==> config.mk <==
export PLATFORM = sky130hd
export DESIGN_NAME = alu_issue_ctrl
export DESIGN_NICKNAME = d
export VERILOG_FILES = /design/src/rtl/alu_issue_ctrl.sv
export SDC_FILE = /design/constraint.sdc
export NUM_CORES = 1
export LEC_CHECK = 0
export ABC_CLOCK_PERIOD_IN_PS = 2450
export CAP_MARGIN = 20
export CORE_MARGIN = 10
export CORE_UTILIZATION = 38
export DETAILED_ROUTE_END_ITERATION = 16
export GPL_TIMING_DRIVEN = 0
export PLACE_DENSITY = 0.87
export SLEW_MARGIN = 20
export SYNTH_ARGS = -nofsm -noshare
export SYNTH_HDL_FRONTEND = slang
export SYNTH_SLANG_ARGS = --single-unit
==> constraint.sdc <==
create_clock -name clk -period 2.45 [get_ports clk]
set_input_delay 0.735 -clock clk [delete_from_list [all_inputs] [get_ports clk]]
set_output_delay 0.735 -clock clk [all_outputs]
set_load 0.01 [all_outputs]
==> src/rtl/alu_issue_ctrl.sv <==
`default_nettype none
// +--------------------------------------------------------------------------+
// | Module      : alu_issue_ctrl                                             |
// | Description : Valid/ready issue stage for a combinational RV32I ALU.     |
// |               Macro ALU_BRANCH_EN adds branch compare decode and the     |
// |               BranchTaken output.                                        |
// | Revision    : 1.0 - initial release                                      |
// +--------------------------------------------------------------------------+
module alu_issue_ctrl (
    input  logic        clk,
    input  logic        reset,
    input  logic        InValid,
    output logic        InReady,
    input  logic [31:0] Instr,
    input  logic [31:0] SrcA,
    input  logic [31:0] SrcB,
    output logic [31:0] ALUA,
    output logic [31:0] ALUB,
    output logic [3:0]  ALUControl,
    input  logic [31:0] ALUResult,
    input  logic        Zero,
    input  logic        OutReady,
    output logic        OutValid,
    output logic [31:0] Result,
    output logic        ZeroOut,
    output logic        Illegal
`ifdef ALU_BRANCH_EN
    ,
    output logic        BranchTaken
`endif
);

    localparam logic [1:0] c_IDLE = 2'd0;
    localparam logic [1:0] c_EXEC = 2'd1;
    localparam logic [1:0] c_DONE = 2'd2;

    localparam logic [6:0] c_OP_R    = 7'b0110011;
    localparam logic [6:0] c_OP_I    = 7'b0010011;
    localparam logic [6:0] c_F7_BASE = 7'b0000000;
    localparam logic [6:0] c_F7_ALT  = 7'b0100000;
`ifdef ALU_BRANCH_EN
    localparam logic [6:0] c_OP_B    = 7'b1100011;
`endif

    localparam logic [3:0] c_ALU_AND  = 4'b0000;
    localparam logic [3:0] c_ALU_OR   = 4'b0001;
    localparam logic [3:0] c_ALU_ADD  = 4'b0010;
    localparam logic [3:0] c_ALU_SUB  = 4'b0110;
    localparam logic [3:0] c_ALU_SLT  = 4'b0111;
    localparam logic [3:0] c_ALU_SLTU = 4'b1000;
    localparam logic [3:0] c_ALU_XOR  = 4'b1001;
    localparam logic [3:0] c_ALU_SLL  = 4'b1010;
    localparam logic [3:0] c_ALU_SRL  = 4'b1011;
    localparam logic [3:0] c_ALU_SRA  = 4'b1100;

    logic [1:0]  r_state;
    logic [31:0] r_instr;
    logic [31:0] r_srca;
    logic [31:0] r_srcb;
    logic [31:0] r_result;
    logic        r_zero;
    logic        r_illegal;

    logic [6:0]  w_opc;
    logic [2:0]  w_f3;
    logic [6:0]  w_f7;
    logic [3:0]  w_base;
    logic [3:0]  w_ctrl;
    logic [31:0] w_opb;
    logic        w_ill;
    logic        w_exec;
    logic        w_in_xfer;
    logic        w_unused;

    assign w_opc    = r_instr[6:0];
    assign w_f3     = r_instr[14:12];
    assign w_f7     = r_instr[31:25];
    assign w_unused = ^{r_instr[11:7], r_instr[19:15]};

    always_comb begin
        w_base = c_ALU_ADD;
        case (w_f3)
            3'b000:  w_base = c_ALU_ADD;
            3'b001:  w_base = c_ALU_SLL;
            3'b010:  w_base = c_ALU_SLT;
            3'b011:  w_base = c_ALU_SLTU;
            3'b100:  w_base = c_ALU_XOR;
            3'b101:  w_base = c_ALU_SRL;
            3'b110:  w_base = c_ALU_OR;
            default: w_base = c_ALU_AND;
        endcase
    end

    always_comb begin
        w_ill  = 1'b1;
        w_ctrl = c_ALU_ADD;
        w_opb  = '0;
        case (w_opc)
            c_OP_R: begin
                w_opb = r_srcb;
                // the alternate funct7 only exists for SUB and SRA
                w_ill = !(w_f7 == c_F7_BASE ||
                          (w_f7 == c_F7_ALT && (w_f3 == 3'b000 || w_f3 == 3'b101)));
                if (w_f7[5] && w_f3 == 3'b000)
                    w_ctrl = c_ALU_SUB;
                else if (w_f7[5] && w_f3 == 3'b101)
                    w_ctrl = c_ALU_SRA;
                else
                    w_ctrl = w_base;
            end
            c_OP_I: begin
                w_ctrl = w_base;
                if (w_f3 == 3'b001) begin
                    w_opb = {27'd0, r_instr[24:20]};
                    w_ill = (w_f7 != c_F7_BASE);
                end else if (w_f3 == 3'b101) begin
                    w_opb = {27'd0, r_instr[24:20]};
                    w_ill = !(w_f7 == c_F7_BASE || w_f7 == c_F7_ALT);
                    if (w_f7[5])
                        w_ctrl = c_ALU_SRA;
                end else begin
                    w_opb = {{20{r_instr[31]}}, r_instr[31:20]};
                    w_ill = 1'b0;
                end
            end
`ifdef ALU_BRANCH_EN
            c_OP_B: begin
                w_opb = r_srcb;
                case (w_f3)
                    3'b000, 3'b001: begin w_ctrl = c_ALU_SUB;  w_ill = 1'b0; end
                    3'b100, 3'b101: begin w_ctrl = c_ALU_SLT;  w_ill = 1'b0; end
                    3'b110, 3'b111: begin w_ctrl = c_ALU_SLTU; w_ill = 1'b0; end
                    default:        w_ill = 1'b1;
                endcase
            end
`endif
            default: w_ill = 1'b1;
        endcase
        if (w_ill) begin
            w_ctrl = c_ALU_ADD;
            w_opb  = '0;
        end
    end

`ifdef ALU_BRANCH_EN
    logic r_taken;
    logic w_taken;

    always_comb begin
        w_taken = 1'b0;
        if (w_opc == c_OP_B && !w_ill) begin
            case (w_f3)
                3'b000:  w_taken = Zero;
                3'b001:  w_taken = !Zero;
                3'b100,
                3'b110:  w_taken = ALUResult[0];
                default: w_taken = !ALUResult[0];
            endcase
        end
    end

    always_ff @(posedge clk) begin
        if (reset)
            r_taken <= 1'b0;
        else if (w_exec)
            r_taken <= w_taken;
    end

    assign BranchTaken = r_taken;
`endif

    assign w_exec     = (r_state == c_EXEC);
    assign InReady    = (r_state == c_IDLE) || (r_state == c_DONE && OutReady);
    assign w_in_xfer  = InValid && InReady;
    assign ALUA       = (w_exec && !w_ill) ? r_srca : '0;
    assign ALUB       = w_exec ? w_opb : '0;
    assign ALUControl = w_exec ? w_ctrl : '0;
    assign OutValid   = (r_state == c_DONE);
    assign Result     = r_result;
    assign ZeroOut    = r_zero;
    assign Illegal    = r_illegal;

    always_ff @(posedge clk) begin
        if (reset) begin
            r_state   <= c_IDLE;
            r_instr   <= '0;
            r_srca    <= '0;
            r_srcb    <= '0;
            r_result  <= '0;
            r_zero    <= 1'b0;
            r_illegal <= 1'b0;
        end else begin
            if (w_in_xfer) begin
                r_instr <= Instr;
                r_srca  <= SrcA;
                r_srcb  <= SrcB;
            end
            case (r_state)
                c_IDLE: if (w_in_xfer) r_state <= c_EXEC;
                c_EXEC: begin
                    r_state   <= c_DONE;
                    r_result  <= w_ill ? '0 : ALUResult;
                    r_zero    <= Zero;
                    r_illegal <= w_ill;
                end
                c_DONE: if (OutReady) r_state <= w_in_xfer ? c_EXEC : c_IDLE;
                default: r_state <= c_IDLE;
            endcase
        end
    end

endmodule
`default_nettype wire

==> results.toml, run 1 <==
[outcome]
status = "complete, but fails checks"
violations = "setup timing"

[detailed_routing]
drt_iter0_markers = 319
vias_per_cell = 5.046
ant_nets = 0
wire_per_inst_um = 18.46
routed_wl_um = 19380
drc = 0
wl_met2_um = 9893
routedLengthMet1_um = 7565
routed.top_layer = "met4"
vias = 5298
firstDrtPassIters = 5
wl_met3_um = 1631

[logic_synthesis]
synth.area.top_cells = "dfxtp_1, mux2i_1, nor2_1"
synth_most_common_cell = "dfxtp_1"
synth_top_area_share_pct = 47.44
ys_types = 33
yosysWarnings = 0
postSynth.asyncResetShare_pct = 0
synth_area_leader_cell = "dfxtp_1"
seq_area_frac_synth_pct = 47.44
mappedNetlistNets = 717
syn_inst = 584
avgSynthCellArea_um2 = 8.816
synth_edf_count = 0
ys_ff_latch = 122
synth_ff_type = "dfxtp_1"
syn_area_um2 = 5149
synthTopCellsByCount = "dfxtp_1, nor2_1, mux2i_1"

[floorplanning]
core_area_um2 = 13240
dieHeight_um = 136.4
die-area_um2 = 18610
dieWidth_um = 136.4
fp-row-count = 42
start_util_pct = 38.88
ioPinCount = 237

[setup_path]
crit_family = "simple AND/OR/NAND/NOR gates"
path_cells = "or4_4 -> o32ai_4 -> and4_4 -> buf_6 -> buf_6 -> buf_4 -> and2_4 -> buf_6"
r2r-end = "Result[9]$_SDFFE_PP0P_"
crit_arrival_ns = 2.52
endpoint_kind = "primary output"
crit_fanout = 7
r2r-start = "r_instr[25]$_SDFFE_PP0P_"
required_ns = 1.71
r2r_setup_slack_ns = 0.42
cp_common_cell = "buf_6"
slowest_delay_ns = 0.56
worst_setup_path_start_kind = "flip-flop"
r2r_cells = 7
path_buf_inv = 4
path_class = "reg -> out"
critPathSlowestCell = "or4_4"

[worst_hold_path]
hp-class = "reg -> reg"
min_to = "Result[14]$_SDFFE_PP0P_"
worstHoldStart = "Result[14]$_SDFFE_PP0P_"
min_path_cells = 2

[power]
internal-power_mw = 3.923
power.density_nw_per_um2 = 583.6
seq_power_share_pct = 42.0
p_leak_nw = 3.529
power.switching_mw = 1.206
power.share.clock_pct = 46.0
power_mw = 5.130
irDropWorstVdd_mv = 0.4096
p_sw_share_pct = 23.52
power_frac_comb_pct = 12.1

[timing]
tightest_slew_ns = 0.7187
worst_slack_ns = -0.8072
rsz0062_at_grt = "true"
fmax_ghz = 0.3070
setup_tns_ns = -47.17
period_share_pct = 132.9
timing.slew.headroom_pct = 52.09
hold_viol_final = 0
finalSetupViolations = 68
skew_ns = 0.007737
min_period_ns = 3.257
hold_slack_ns = 0.4538
maxSlewViolCount = 0

[grt]
grt_pass1_wl_um = 27740
grt_pass1_vias = 5222
antenna_found_initial = 0
grt_start_max_net_pins = 17
grt-ovfl-total = 0
track_usage_pct = 18.98

[clock_network]
cts-root-buf = "clkbuf_16"
numCtsBuffers = 17
ctsHoldBuffers = 0
insertion_delay_ns = 0.41
h-tree-depth = 4
cts_tree = "done"
numClockSinks = 122
path_clk_slew_ns = 0.06
cts_max_path_buffers = 2

[run]
drv_cap = 0

[cells_and_area]
seq_area_um2 = 2446
fillers = 1052
postLayoutCellArea_um2 = 8791
stdcell_count = 1050
area_growth_pct = 70.74
diodes = 0
utilization_pct = 66.38
final_layout_size_suffix_gt1_share_pct = 25.74
multi_input_area_um2 = 2781
fin_nets = 994

[placement]
io_buffers = 226
pre_cts_ws_ns = -0.8607
hpwl_um = 13530
place_inst = 986
placed_cell_area_um2 = 7637
place.gp.congestion = 0.8498
## worst register-to-register path, stage by stage, from the launching register on
cell	delay (ns)
dfxtp_2	0.33
or4_4	0.56
o32ai_4	0.31
buf_6	0.16
buf_4	0.11
nand2_4	0.07
clkbuf_2	0.20
o21ai_0	0.19
## state kept, by name, indices dropped and copies added (netlist names)
name,cells
r_instr,22
ZeroOut,1
Result,32
r_srca,32
r_state,2
Illegal,1
r_srcb,32
## final cells by class
cell class | instances | share of cell area, %
multi-input combinational | 412 | 31.64
timing repair buffer | 259 | 28.75
sequential | 122 | 27.83
clock buffer | 24 | 5.594
buffer | 46 | 2.790
tap | 176 | 2.505
clock inverter | 8 | 0.7686
inverter | 3 | 0.1281
## repair_timing
| item | in CTS | in global routing |
|---|---|---|
| buffers inserted | 18 | 12 |
| gates cloned | 4 | 1 |
| endpoints found under the hold margin | 0 | 0 |
| endpoints found under the setup margin | 80 | 97 |
| resized for setup | 331 | 129 |
| pin swaps | 15 | 34 |
## placed cells by master, fill, tap and decap left out, types with 14 or more instances in the layout
cell             count
and2_4              30
dfxtp_1            119
clkbuf_16           17
o21ai_0             34
clkbuf_1            20
a21oi_2             16
buf_6               72
buf_4               14
nor2_1              91
nand4_1             33
buf_2               29
nand2_1             59
clkdlybuf4s50_1    157
mux2i_1             91
## power groups by stage
| stage | Sequential [mW] | Combinational, mW | Clock, mW |
|---|---|---|---|
| after global placement | 2.18 | 0.558 | 0 |
| after CTS | 2.14 | 0.596 | 2.38 |
| after floorplan | 2.17 | 0.294 | 0 |
| after detailed placement | 2.18 | 0.571 | 0 |
| final | 2.15 | 0.619 | 2.36 |
| after global routing | 2.16 | 0.669 | 2.48 |
## logic make-up after synthesis
family | share of synthesized area [%]
AO/OA/AOI/OAI | 7.850
flip-flops | 47.44
AND/OR/NAND/NOR | 22.65
multiplexers | 17.69
buffers and inverters | 4.374
## worst max-delay path by stage
stage | endpoint | cells past startpoint | startpoint | slack (ns)
global route | ALUA[27] | 8 | r_instr[25]$_SDFFE_PP0P_ | -0.88
detailed placement | ALUB[8] | 6 | r_instr[31]$_SDFFE_PP0P_ | -0.86
CTS | ALUB[28] | 8 | r_instr[26]$_SDFFE_PP0P_ | -0.82
floorplan | ALUB[23] | 5 | r_instr[31]$_SDFFE_PP0P_ | -0.02
finish | ALUA[27] | 8 | r_instr[25]$_SDFFE_PP0P_ | -0.81
global placement | ALUB[10] | 6 | r_instr[31]$_SDFFE_PP0P_ | -0.89
## routing by layer
| metal | GRT usage [%] | up-vias |
|---|---|---|
| li1 | - | 2561 |
| met1 | 20.83 | 2513 |
| met2 | 31.97 | 197 |
| met3 | 8.155 | 27 |
| met4 | 6.923 | 0 |
| met5 | 0 | - |
Power figures use the tool's default switching activity.
==> run 2: changes to the inputs <==
Settings changed: REMOVE_ABC_BUFFERS set to 1, SLEW_MARGIN 20 to unset.
==> run 2 against run 1 <==
  * The flow still finishes with violations (setup timing)
  * Register-to-register slack got worse by 0.06 ns
  * Die area is the same
  * Maximum frequency grew 4.0%
  * Clock power increased by 2%
  * Sequential share of layout area fell by 0.41 points
  * First-iteration DRC count down 33%
  * Critical path depth is the same
  * Critical path type unchanged
==> results.toml, run 2 (same netlist as run 1, synthesis figures left out) <==
[outcome]
status = "complete, but fails checks"
violations = "setup timing"

[clock_network]
numCtsBuffers = 17
cts-root-buf = "clkbuf_16"
numClockSinks = 122
h-tree-depth = 4
cts_tree = "done"
insertion_delay_ns = 0.41
path_clk_slew_ns = 0.05
cts_max_path_buffers = 2
ctsHoldBuffers = 0

[detailed_routing]
drt_iter0_markers = 213
ant_nets = 0
routed_wl_um = 20040
firstDrtPassIters = 6
vias = 5223
drc = 0
wire_per_inst_um = 19.48
vias_per_cell = 5.076

[timing]
tightest_slew_ns = 0.8848
finalSetupViolations = 68
setup_tns_ns = -41.20
skew_ns = 0.006886
hold_viol_final = 0
period_share_pct = 127.9
fmax_ghz = 0.3192
rsz0062_at_grt = "true"
min_period_ns = 3.133
worst_slack_ns = -0.6832
maxSlewViolCount = 0
timing.slew.headroom_pct = 40.52

[setup_path]
critPathSlowestCell = "or4_4"
slowest_delay_ns = 0.54
cp_common_cell = "buf_6"
crit_fanout = 5
crit_family = "simple AND/OR/NAND/NOR gates"
required_ns = 1.71
path_cells = "or4_4 -> o32ai_4 -> buf_6 -> and4_4 -> buf_6 -> buf_6 -> and2_1 -> buf_2"
worst_setup_path_start_kind = "flip-flop"
path_buf_inv = 4
path_class = "reg -> out"
crit_arrival_ns = 2.40
endpoint_kind = "primary output"

[cells_and_area]
multi_input_area_um2 = 2904
diodes = 0
final_common_cell = "clkdlybuf4s50_1"
fin_nets = 974
fillers = 1026
utilization_pct = 67.55
seq_area_um2 = 2452
stdcell_count = 1029
final_cell_mix = "clkdlybuf4s50_1, dfxtp_1, mux2i_1"
final_layout_size_suffix_gt1_share_pct = 27.90
area_growth_pct = 73.73
postLayoutCellArea_um2 = 8945

[grt]
track_usage_pct = 20.76
grt_start_max_net_pins = 58
grt_pass1_wl_um = 30070
grt_pass1_vias = 5332
grt-ovfl-total = 0
antenna_found_initial = 0

[floorplanning]
ioPinCount = 237
dieWidth_um = 136.4
core_area_um2 = 13240
start_util_pct = 38.88
fp-row-count = 42
die-area_um2 = 18610
dieHeight_um = 136.4

[power]
p_leak_nw = 3.554
power.density_nw_per_um2 = 583.3
power_mw = 5.218
irDropWorstVdd_mv = 0.4757

[placement]
place.gp.congestion = 0.7674
io_buffers = 226
hpwl_um = 12380
place_inst = 949
placed_cell_area_um2 = 7635

[worst_hold_path]
hp-class = "reg -> reg"

[run]
drv_cap = 0
run 2: final timing paths:
| kind | start | endpoint | slack (ns) | cells after the start |
|---|---|---|---|---|
| worst max-delay path | r_instr[27]$_SDFFE_PP0P_ | ALUA[9] | -0.68 | 8 |
| worst min-delay path | Result[16]$_SDFFE_PP0P_ | Result[16]$_SDFFE_PP0P_ | 0.45 | 2 |
| worst max register to register | r_instr[27]$_SDFFE_PP0P_ | Illegal$_SDFFE_PP0P_ | 0.36 | 9 |
| worst min register to register | Result[16]$_SDFFE_PP0P_ | Result[16]$_SDFFE_PP0P_ | 0.45 | 2 |
run 2: metal layers:
layer / routed length (µm) / part of all wire, % / global-route usage [%] / up-vias
li1: - / - / - / 2537
met1: 7973 / 40 / 23.02 / 2509
met2: 10130 / 51 / 35.29 / 152
met3: 1526 / 7.6 / 7.454 / 25
met4: 416 / 2.1 / 8.639 / 0
met5: 0 / 0 / 0 / -
run 2: power by group:
| part | total, mW | internal (mW) | leakage [nW] | switching, mW |
|---|---|---|---|---|
| clock network | 2.41 | 1.50 | 0.273 | 0.909 |
| logic | 0.645 | 0.378 | 2.28 | 0.267 |
| registers | 2.16 | 2.08 | 1.00 | 0.0760 |
run 2: worst reg2reg max path, delay by kind of cell (launching register included):
| kind | cells | cell delay (ns) |
|---|---|---|
| and+or+nand+nor | 3 | 0.82 |
| DFF | 1 | 0.32 |
| buffers and inverters | 5 | 0.58 |
| AOI/OAI and AO/OA | 1 | 0.26 |
run 2: per-stage QoR:
step,setup WS (ns),hold slack (ns)
after detailed placement,-2.161,0.4413
after floorplan,-8.191,0.4515
after global routing,-0.7697,0.4793
final,-0.6832,0.4467
after CTS,-0.7133,0.4541
after global placement,-12.05,0.4326
run 2: what timing repair did:
| item | CTS | global route |
|---|---|---|
| endpoints found under the hold margin | 0 | 0 |
| pin swaps | 39 | 13 |
| cloned | 8 | 1 |
| gates resized for setup | 386 | 61 |
| setup endpoints to repair | 70 | 69 |
| buffers inserted | 37 | 3 |
run 2: area by class of cell:
| cell class | instances | area share (%) |
|---|---|---|
| clock buffer | 18 | 4.910 |
| clock inverter | 13 | 1.441 |
| inverter | 3 | 0.1259 |
| multi-input combinational | 419 | 32.47 |
| sequential | 122 | 27.42 |
| tap | 176 | 2.462 |
| timing repair buffer | 278 | 31.18 |
